--- src/rtl/uart_rx_sampler.sv ---
// ---------------------------------------------------------------------------
// uart_rx_sampler
//   Serial front end for the Arduino-to-elevator-controller link. Oversamples
//   the asynchronous rx line, recovers 8N1 bytes LSB-first and hands each
//   good byte to the frame assembler with a one-cycle receive_all strobe.
//   Majority-vote sampling, false-start rejection and framing-error
//   reporting keep line noise from corrupting the downstream byte count.
//
// Ports
//   clk          system clock, rising edge
//   reset        asynchronous, active-low reset
//   en           1 = accept new start bits while idle
//   rx           asynchronous serial line, idle high
//   data         last correctly framed byte
//   receive_all  one-cycle strobe: data updated this cycle
//   frame_error  one-cycle strobe: stop bit sampled low
//   busy         high whenever the receiver is not idle
// ---------------------------------------------------------------------------
module uart_rx_sampler #(
  parameter int CLKFRQ     = 100000000,
  parameter int BAUDRATE   = 9600,
  parameter int OVERSAMPLE = 16
) (
  input  logic       clk,
  input  logic       reset,
  input  logic       en,
  input  logic       rx,
  output logic [7:0] data,
  output logic       receive_all,
  output logic       frame_error,
  output logic       busy
);

  localparam int DIV_RAW = CLKFRQ / (BAUDRATE * OVERSAMPLE);
  localparam int DIV     = (DIV_RAW < 1) ? 1 : DIV_RAW;
  localparam int DW      = (DIV > 1) ? $clog2(DIV) : 1;
  localparam int SW      = $clog2(OVERSAMPLE);
  localparam int BW      = $clog2(OVERSAMPLE + 1);
  localparam int M       = OVERSAMPLE / 2;

  localparam logic [DW-1:0] DIV_LAST = DW'(DIV - 1);
  localparam logic [SW-1:0] SC_LO    = SW'(M - 1);
  localparam logic [SW-1:0] SC_MID   = SW'(M);
  localparam logic [SW-1:0] SC_HI    = SW'(M + 1);
  localparam logic [SW-1:0] SC_LAST  = SW'(OVERSAMPLE - 1);
  localparam logic [BW-1:0] BRK_LAST = BW'(OVERSAMPLE - 1);

  typedef enum logic [2:0] {
    S_IDLE,
    S_START,
    S_DATA,
    S_STOP,
    S_BREAK
  } state_t;

  state_t          r_state;
  state_t          w_next;

  logic            r_rx_meta;
  logic            r_rxs;
  logic            r_rxs_prev;
  logic [DW-1:0]   r_div;
  logic [SW-1:0]   r_sc;
  logic [2:0]      r_bit_idx;
  logic [BW-1:0]   r_brk_cnt;
  logic            r_s0;
  logic            r_s1;
  logic [7:0]      r_shift;
  logic [7:0]      r_data;
  logic            r_receive_all;
  logic            r_frame_error;

  logic            w_fall;
  logic            w_start;
  logic            w_tick;
  logic            w_decide;
  logic            w_bit_end;
  logic            w_maj;
  logic            w_rx_done;
  logic            w_fe;
  logic            w_shift_en;

  // Two-flop synchronizer plus one delayed copy for falling-edge detection.
  // All flops reset to the idle-high line level so release never fakes a start.
  always_ff @(posedge clk or negedge reset) begin
    if (!reset) begin
      r_rx_meta  <= 1'b1;
      r_rxs      <= 1'b1;
      r_rxs_prev <= 1'b1;
    end else begin
      r_rx_meta  <= rx;
      r_rxs      <= r_rx_meta;
      r_rxs_prev <= r_rxs;
    end
  end

  assign w_fall  = r_rxs_prev & ~r_rxs;
  assign w_start = (r_state == S_IDLE) & en & w_fall;

  // Tick divider; restarted on start detection so the sample grid is
  // phase-locked to the falling edge of the start bit.
  assign w_tick = (r_div == DIV_LAST);

  always_ff @(posedge clk or negedge reset) begin
    if (!reset) begin
      r_div <= '0;
    end else if (w_start || w_tick) begin
      r_div <= '0;
    end else begin
      r_div <= r_div + 1'b1;
    end
  end

  // Sample counter within a bit. On a tick, rxs is sampled for the current
  // sc value and sc then advances.
  always_ff @(posedge clk or negedge reset) begin
    if (!reset) begin
      r_sc <= '0;
    end else if (w_start) begin
      r_sc <= '0;
    end else if (w_tick) begin
      r_sc <= (r_sc == SC_LAST) ? '0 : r_sc + 1'b1;
    end
  end

  assign w_decide  = w_tick & (r_sc == SC_HI);
  assign w_bit_end = w_tick & (r_sc == SC_LAST);

  // First two majority samples are held; the third is the live rxs at the
  // decision tick.
  always_ff @(posedge clk) begin
    if (w_tick && (r_sc == SC_LO)) r_s0 <= r_rxs;
    if (w_tick && (r_sc == SC_MID)) r_s1 <= r_rxs;
  end

  assign w_maj = (r_s0 & r_s1) | (r_s0 & r_rxs) | (r_s1 & r_rxs);

  // State register
  always_ff @(posedge clk or negedge reset) begin
    if (!reset) begin
      r_state <= S_IDLE;
    end else begin
      r_state <= w_next;
    end
  end

  // Next-state logic. The stop bit is judged at mid-bit so the receiver is
  // back in IDLE half a bit early, ready for a back-to-back start edge.
  always_comb begin
    w_next = r_state;
    case (r_state)
      S_IDLE:  if (w_start) w_next = S_START;
      S_START: begin
        if (w_decide && w_maj) w_next = S_IDLE;
        else if (w_bit_end)    w_next = S_DATA;
      end
      S_DATA:  if (w_bit_end && (r_bit_idx == 3'd7)) w_next = S_STOP;
      S_STOP:  if (w_decide) w_next = w_maj ? S_IDLE : S_BREAK;
      S_BREAK: if (w_tick && r_rxs && (r_brk_cnt == BRK_LAST)) w_next = S_IDLE;
      default: w_next = S_IDLE;
    endcase
  end

  // Output / datapath enables
  always_comb begin
    w_rx_done  = 1'b0;
    w_fe       = 1'b0;
    w_shift_en = 1'b0;
    case (r_state)
      S_DATA: w_shift_en = w_decide;
      S_STOP: begin
        w_rx_done = w_decide & w_maj;
        w_fe      = w_decide & ~w_maj;
      end
      default: ;
    endcase
  end

  assign busy = (r_state != S_IDLE);

  // Bit index and break-recovery counter
  always_ff @(posedge clk or negedge reset) begin
    if (!reset) begin
      r_bit_idx <= '0;
      r_brk_cnt <= '0;
    end else begin
      if (r_state == S_START && w_bit_end) begin
        r_bit_idx <= '0;
      end else if (r_state == S_DATA && w_bit_end) begin
        r_bit_idx <= r_bit_idx + 1'b1;
      end

      // Any low sample while in BREAK restarts the full-bit idle wait.
      if (w_fe) begin
        r_brk_cnt <= '0;
      end else if (r_state == S_BREAK && w_tick) begin
        r_brk_cnt <= r_rxs ? r_brk_cnt + 1'b1 : '0;
      end
    end
  end

  // LSB-first shift register
  always_ff @(posedge clk) begin
    if (w_shift_en) r_shift <= {w_maj, r_shift[7:1]};
  end

  // Registered strobes; data and receive_all change on the same edge.
  always_ff @(posedge clk or negedge reset) begin
    if (!reset) begin
      r_data        <= 8'h00;
      r_receive_all <= 1'b0;
      r_frame_error <= 1'b0;
    end else begin
      r_receive_all <= w_rx_done;
      r_frame_error <= w_fe;
      if (w_rx_done) r_data <= r_shift;
    end
  end

  assign data        = r_data;
  assign receive_all = r_receive_all;
  assign frame_error = r_frame_error;

endmodule

--- config.mk ---
export PLATFORM = sky130hd
export DESIGN_NAME = uart_rx_sampler
export DESIGN_NICKNAME = d
export VERILOG_FILES = /design/src/rtl/uart_rx_sampler.sv
export SDC_FILE = /design/constraint.sdc
export NUM_CORES = 1
export LEC_CHECK = 0
export ABC_AREA = 1
export BUFFER_PORTS_ARGS = -buffer_cell sky130_fd_sc_hd__buf_2
export CAP_MARGIN = 15
export CORE_UTILIZATION = 25
export DETAILED_ROUTE_END_ITERATION = 10
export GPL_ROUTABILITY_DRIVEN = 0
export GPL_TIMING_DRIVEN = 0
export PLACE_DENSITY = 0.48
export SLEW_MARGIN = 20
export SYNTH_ARGS = -nofsm -noshare
export SYNTH_HDL_FRONTEND = slang
export SYNTH_SLANG_ARGS = --single-unit
--- constraint.sdc ---
create_clock -name clk -period 2 [get_ports clk]
set_clock_uncertainty 0.05 [all_clocks]
set_input_delay 0.4 -clock clk [delete_from_list [all_inputs] [get_ports clk]]
set_output_delay 0.4 -clock clk [all_outputs]
set_load 0.05 [all_outputs]
* Word-level counts from Yosys, hierarchy flattened
Index checks and enable logic that the tools add are counted. W data, S select, Z words.
Operators by class: equal/unequal tests 16, muxes and demuxes 20, reductions and logical operators 16, bitwise operators 14, $add $sub $neg 4
Operator list (number):
- $mux W3 | 9
- $mux W5 | 3
- $pmux W3 S5 | 1
- $eq A4 B4 Y1 const B | 3
- $mux W4 | 3
- $add A10 B1 Y10 const B | 1
- $and A1 B1 Y1 | 10
- $eq A10 B10 Y1 const B | 1
- $mux W10 | 1
- $logic_and A1 B1 Y1 | 9
- $ne A2 B2 Y1 const B | 4
- $eq A3 B2 Y1 const B | 2
- $eq A3 B3 Y1 const B | 2
- $reduce_bool A2 Y1 | 3
- $add A5 B1 Y5 const B | 1
- $eq A5 B4 Y1 const B | 1
- $reduce_and A5 Y1 | 1
- $add A4 B1 Y4 const B | 1
- $eq A4 B3 Y1 const B | 1
- $add A3 B1 Y3 const B | 1
- $eq A3 B1 Y1 const B | 1
- $logic_not A3 Y1 | 1
- $mux W1 | 3
- $ne A3 B3 Y1 const B | 1
- 4 further kinds | 6
Word-level totals: flip-flop bits (word level) 48, input bits 4, logic and storage cells 84, output and inout port bits 11

* Logic depth before layout (Yosys ltp)
Gate-level depths: netlist (run 1).
word-level depth 7, gate-level depth with buffers 13, gate-level depth less buffers 13

* Least setup slack after synthesis (run 1)
OpenSTA, ideal clock, no wires.
kind flip-flop to flip-flop, from register r_div[0], to register r_shift[0], enable pin, cell stages (with the launch flop) 7, library setup time 0.370 ns, path slack 0.234 ns, arrival time 1.345 ns, period minus slack after synthesis 1.766 ns, path buffers 0, required time 1.580 ns, cell sequence dfrtp_1 inv_1 ha_1 nand2_2 nor2_4 nand4_1 nor2_1
On the way: cells in the longest elaborated chain, start to end 3
Ends and longest elaborated chain:
- start, declared | line 62 | logic [DW-1:0] r_div;
- start signal, assigned | line 110 | r_div <= r_div + 1'b1;
- $eq A10 B10 Y1 | line 102 | assign w_tick = (r_div == DIV_LAST);
- $and A1 B1 Y1 | line 126 | assign w_decide = w_tick & (r_sc == SC_HI);
- $mux W1 | line 169 | case (r_state)
- net w_shift_en | line 81 | logic w_shift_en;
- end signal, assigned | line 204 | if (w_shift_en) r_shift <= {w_maj, r_shift[7:1]};
- end, declared | line 68 | logic [7:0] r_shift;
The timed path passes the listed nets, and every way through them passes these cells. A chain may end at the register's enable or synchronous reset.

* Worst setup path in the final report (run 1)
from register r_state[0], to output busy
On the way: cells in the longest elaborated chain, start to end 1
Ends and longest elaborated chain:
- start, declared | line 56 | state_t r_state;
- start signal, assigned | line 143 | r_state <= w_next;
- $reduce_bool A3 Y1 | line 179 | assign busy = (r_state != S_IDLE);
- end, declared | line 31 | output logic busy
No other way between the ends.

==> flow_summary.json, run 1 <==
{
  "core_area_um2": 8850,
  "cp-end-kind": "output port",
  "yosysWarnings": 0,
  "synth-seq-cells": 48,
  "finalSetupTns_ns": 0,
  "register_area_um2": 1250,
  "timing.rr.end": "r_shift[1]",
  "cts_root_buffer": "clkbuf_8",
  "synth_flop_cell": "dfrtp_1",
  "crit_type": "flip-flop to output port",
  "nNetsFinal": 288,
  "mappedNetlistNets": 267,
  "grt_start_max_net_pins": 39,
  "netlist_area_um2": 2310,
  "insertion_delay_ns": 0.31,
  "grt_pass1_wl_um": 7780,
  "fin_crit_sh_pct": 90.8,
  "crit_top_cell": "inv_1",
  "reg2regPathDepth": 6,
  "leakagePower_nw": 1.24,
  "critical_path_buf_inv_count": 3,
  "status": "finished, final reports clean",
  "firstDrtPassIters": 6,
  "worstPathMaxFanout": 3,
  "drt_wl_total_um": 4330,
  "period_needed_ns": 1.82,
  "fillCellCount": 950,
  "antennaDiodeCount": 0,
  "min_from": "rx",
  "cp_cell_sequence": "inv_1, nand2_2, nor2_2, inv_1, buf_2",
  "drv_cap": 0,
  "antenna_found_initial": 0,
  "grt_use_total_pct": 10.2,
  "initial_utilization_pct": 26.1,
  "start_kind": "flip-flop",
  "reg2reg_from": "r_div[0]",
  "yosysTopAreaCellShare_pct": 37.9,
  "io_buffers": 14,
  "synth_cell_type_count": 29,
  "syn_to_final_growth_pct": 15.3,
  "synthTopCellsByCount": "66 x nand2_1, 35 x dfrtp_1, 30 x inv_1",
  "placed_area_um2": 2520,
  "max-vdd-ir-drop_mv": 0.330,
  "hold_path_depth": 1,
  "p_total_mw": 2.76,
  "tightest_slew_ns": 0.882,
  "vias_per_cell": 4.37,
  "hold_viol": 0,
  "holdCritPathClass": "primary input to flip-flop",
  "slowest_delay_ns": 0.41,
  "numClockSinks": 48,
  "clk_pin_slew_ns": 0.10,
  "multi_input_area_um2": 935,
  "worstPathRequired_ns": 1.55,
  "crit_cells": 5,
  "postSynthCellCount": 254,
  "rows": 34,
  "synth_edf_count": 10,
  "path_delay_family": "flip-flops",
  "yosysTopAreaCell": "dfrtp_1",
  "setup_viol": 0,
  "design_area_um2": 2670,
  "wire_per_inst_um": 11.3,
  "async_reset_ff_share_pct": 79.2,
  "vias": 1679,
  "dp_hpwl_um": 3190,
  "min_to": "r_rx_meta",
  "drtIter0Drc": 68,
  "io_pins": 15,
  "cp_slowest_cell": "dfrtp_1",
  "critPathArrivalTime_ns": 1.37,
  "h-tree-depth": 2,
  "crit_start": "r_state[0]",
  "final_cells": 384,
  "r2r_slack_ns": 0.24,
  "ys_seq_area_share_pct": 54.2,
  "slew_viol_final": 0,
  "numCtsBuffers": 5,
  "drive_above_1_share_pct": 15.6,
  "drcViolationCount": 0,
  "rsz0062_at_grt": "no",
  "clock_path_buffers": 2,
  "slew_headroom_pct": 41.2,
  "dieHeight_um": 98.2,
  "fp.dieW_um": 98.2,
  "antenna_violating_nets_post_route": 0,
  "die-area_um2": 9640,
  "grt_overflow_total": 0,
  "synth.most_common_cell": "nand2_1",
  "cts_tree": "yes",
  "grt_pass1_vias": 1644,
  "fmax_mhz": 551,
  "syn_avg_cell_area_um2": 9.11,
  "synth_area_leaders": "dfrtp_1 38%, edfxtp_1 13%, nand2_1 11%",
  "p_per_area_nw_per_um2": 1040,
  "dp_cells": 376
}
==> final cells by class <==
type,count,area share (%)
Inverter,33,4.83
Multi-Input combinational cell,172,35.1
Timing Repair Buffer,14,2.63
Buffer,1,0.188
Sequential cell,48,47.1
Tap cell,108,5.07
Clock buffer,5,2.58
Clock inverter,3,2.58
==> timing repair <==
item / CTS / global route
endpoints found under the hold margin: 0 / 0
hold buffers: 0 / 0
setup buffers: 0 / 0
gates resized for setup: 1 / 2
cloned: 0 / 0
setup endpoints to repair: 8 / 10
==> through the flow <==
step           hold slack, ns  util [%]  setup WS [ns]
6_report                0.135      30.1          0.184
5_1_grt                 0.123      30.1        0.00231
4_1_cts                 0.125      30.0          0.105
3_5_place_dp            0.298      28.5        -0.0818
3_3_place_gp            0.297      28.5        -0.0473
2_1_floorplan          0.0544         -          0.234
==> kinds of logic after synthesis <==
group,after synthesis,share of synthesized area [%]
simple gates,143,30.1
compound gates,18,4.27
buf+inv,34,5.79
xor+xnor,2,0.757
fa+ha+maj,9,4.87
flops,48,54.2
==> worst max-delay path by stage <==
stage / endpoint
after floorplan: r_shift[0]
after global placement: r_shift[0]
after detailed placement: r_shift[3]
after CTS: r_shift[0]
after global routing: r_state[0]
final: busy
==> power by group <==
part	internal [mW]	total (mW)	switching, mW	leakage [nW]
Clock	0.504	0.860	0.356	0.0687
Sequential	1.10	1.22	0.119	0.591
Combinational	0.224	0.683	0.459	0.585
Total	1.83	2.76	0.934	1.24
==> cells in the final DEF, fill, tap and decap left out, drive strengths merged <==
| cell type | n |
|---|---|
| a21oi | 6 |
| and3 | 1 |
| buf | 15 |
| bufinv | 2 |
| clkbuf | 5 |
| clkinv | 1 |
| dfrtp | 35 |
| dfstp | 3 |
| edfxtp | 10 |
| ha | 9 |
| inv | 33 |
| nand2 | 68 |
| nand3 | 19 |
| nand3b | 2 |
| nand4 | 9 |
| nor2 | 30 |
| nor3 | 9 |
| nor3b | 4 |
| nor4 | 1 |
| o211ai | 1 |
| o21a | 1 |
| o21ai | 9 |
| o32ai | 1 |
| xor2 | 2 |
==> registers in the layout, indices dropped and copies added (netlist names), 3 cells and up <==
register,count
r_sc,4
data,8
r_brk_cnt,5
r_div,10
r_shift,8
r_bit_idx,3
r_state,3
==> metal layers <==
metal,track usage (%),routed length [um]
met2,16.5,2050
met4,3.79,76
met3,2.58,99
met1,13.1,2100
met5,0,0
Note: power is estimated with default switching activity, not from simulation.
==> run 2, diff against run 1 <==
clock period = 1.9 ns   (was 2 ns; I/O delays follow)
==> run 2 against run 1 <==
  * Sequential cell count stayed put
  * Non-clock buffer count grew 4
  * Register-to-register slack lost 0.15 ns
  * Largest cell class unchanged
  * Critical path type is now flip-flop to flip-flop
  * Sequential power increased by 5%
  * Via count is 1.9% higher
  * Routed wire length grew 1.9%
  * Core utilization up 0.68 points
  * Clock power is 4.8% higher
  * First-iteration DRC count shrank 16%
  * Final area rose by 2.3%
  * Critical path depth increased by 8
  * Highest routed layer unchanged
==> flow_summary.json, run 2 (same netlist as run 1, synthesis figures left out) <==
{
  "dp_hpwl_um": 3190,
  "fp.dieW_um": 98.2,
  "critPathArrivalTime_ns": 1.97,
  "grt_overflow_total": 0,
  "grt_use_total_pct": 10.2,
  "fin_ws_ns": 0.0901,
  "max-vdd-ir-drop_mv": 0.353,
  "pre_cts_slack_ns": -0.182,
  "fin_crit_sh_pct": 95.3,
  "p_seq_share_pct": 43.1,
  "grt_pass1_vias": 1644,
  "drive_above_1_share_pct": 20.4,
  "start_kind": "flip-flop",
  "period_needed_ns": 1.81,
  "crit_type": "flip-flop to flip-flop",
  "setup_viol": 0,
  "wire_per_inst_um": 11.4,
  "drtIter0Drc": 57,
  "drv_cap": 0,
  "p_switching_mw": 1.00,
  "rows": 34,
  "cp-end-kind": "flip-flop",
  "drt_wl_total_um": 4410,
  "p_per_area_nw_per_um2": 1090,
  "insertion_delay_ns": 0.31,
  "cp_slowest_cell": "dfrtp_1",
  "finalSetupTns_ns": 0,
  "holdCritPathClass": "primary input to flip-flop",
  "slew_headroom_pct": 41.0,
  "fmax_mhz": 553,
  "die-area_um2": 9640,
  "clock_path_buffers": 2,
  "power_frac_clock_pct": 30.3,
  "cts_root_buffer": "clkbuf_8",
  "nNetsFinal": 292,
  "swShare_pct": 33.8,
  "cp_cell_sequence": "ha_2, nand2_2, nor2_2, ha_2, nand2_2, inv_2, nand4_1, nand2_2, nand2_1, nor2_1, nand3_1, nand2_1, nand2_1",
  "core_area_um2": 8850,
  "dieHeight_um": 98.2,
  "io_buffers": 14,
  "worstPathRequired_ns": 2.06,
  "drcViolationCount": 0,
  "grt_start_max_net_pins": 39,
  "path_delay_family": "simple AND/OR/NAND/NOR gates",
  "h-tree-depth": 2,
  "syn_to_final_growth_pct": 17.8,
  "multi_input_area_um2": 965,
  "leakagePower_nw": 1.27,
  "comb_power_share_pct": 26.6,
  "fillCellCount": 948,
  "tightest_slew_ns": 0.885,
  "worstPathMaxFanout": 4,
  "slowest_delay_ns": 0.41,
  "io_pins": 15,
  "grt_pass1_wl_um": 7780,
  "vias": 1711,
  "rsz0062_at_grt": "yes",
  "numClockSinks": 48,
  "hold_viol": 0,
  "clk_pin_slew_ns": 0.10,
  "numCtsBuffers": 5,
  "ctsHoldBuffers": 0,
  "slew_viol_final": 0,
  "initial_utilization_pct": 26.1,
  "vias_per_cell": 4.41,
  "largest_register_ffs": 10,
  "critical_path_buf_inv_count": 1,
  "antenna_found_initial": 0,
  "firstDrtPassIters": 6,
  "status": "finished, final reports clean",
  "final_common_cell": "nand2_1",
  "regMostFlops": "r_div",
  "antenna_violating_nets_post_route": 0,
  "mostFrequentLayoutCells": "61 x nand2_1, 35 x dfrtp_1, 29 x inv_1",
  "cts_tree": "yes",
  "register_area_um2": 1250,
  "antennaDiodeCount": 0,
  "intPower_mw": 1.97
}
run 2: cell types whose count changed in the layout (fill, tap and decap cells not counted), sizes merged:
cell	before	now
buf	15	19
run 2: per-layer routing:
metal | global-route usage (%) | part of all wire (%) | up-vias
met5 | 0 | 0 | -
met4 | 3.79 | 1.6 | 0
met3 | 2.58 | 2.5 | 8
met2 | 16.5 | 48 | 20
met1 | 13.1 | 48 | 806
li1 | - | - | 877
run 2: cell type report:
class                           count  area share (%)
Tap cell                          108            4.96
Inverter                           33            4.73
Multi-Input combinational cell    172            35.4
Timing Repair Buffer               18            3.67
Clock inverter                      3            2.52
Buffer                              1           0.184
Clock buffer                        5            2.52
Sequential cell                    48            46.0
run 2: final timing paths:
check,startpoint,to,slack (ns),cells after the start
min in group asynchronous,reset,data[4],0.14,1
setup / recovery,r_brk_cnt[0],r_state[1],0.09,13
setup reg to reg,r_brk_cnt[0],r_state[1],0.09,13
max in group asynchronous,reset,r_sc[3],1.11,1
hold / removal,rx,r_rx_meta,0.12,1
hold reg to reg,r_rx_meta,r_rxs,0.31,0
run 2: power by group through the flow:
stage	clock (mW)	sequential, mW	combinational [mW]
floorplan	0	1.28	0.578
global placement	0	1.30	0.723
detailed placement	0	1.31	0.725
CTS	0.932	1.28	0.728
global route	0.970	1.30	0.918
finish	0.901	1.28	0.790
run 2: metrics by stage:
step                      total power [mW]  instance area [um^2]  std cells  hold WS [ns]  util (%)
after floorplan                       1.85                  2310        254        0.0344         -
after global placement                2.03                  2520        376         0.297      28.5
after detailed placement              2.03                  2520        376         0.298      28.5
after CTS                             2.94                  2660        384         0.105      30.0
after global routing                  3.19                  2730        388         0.103      30.8
final                                 2.97                  2730        388         0.115      30.8
run 2: timing repair:
item,CTS,global route
endpoints found under the setup margin,8,25
cloned,0,0
setup buffers,0,4
gates resized for setup,1,13
pin swaps,0,12
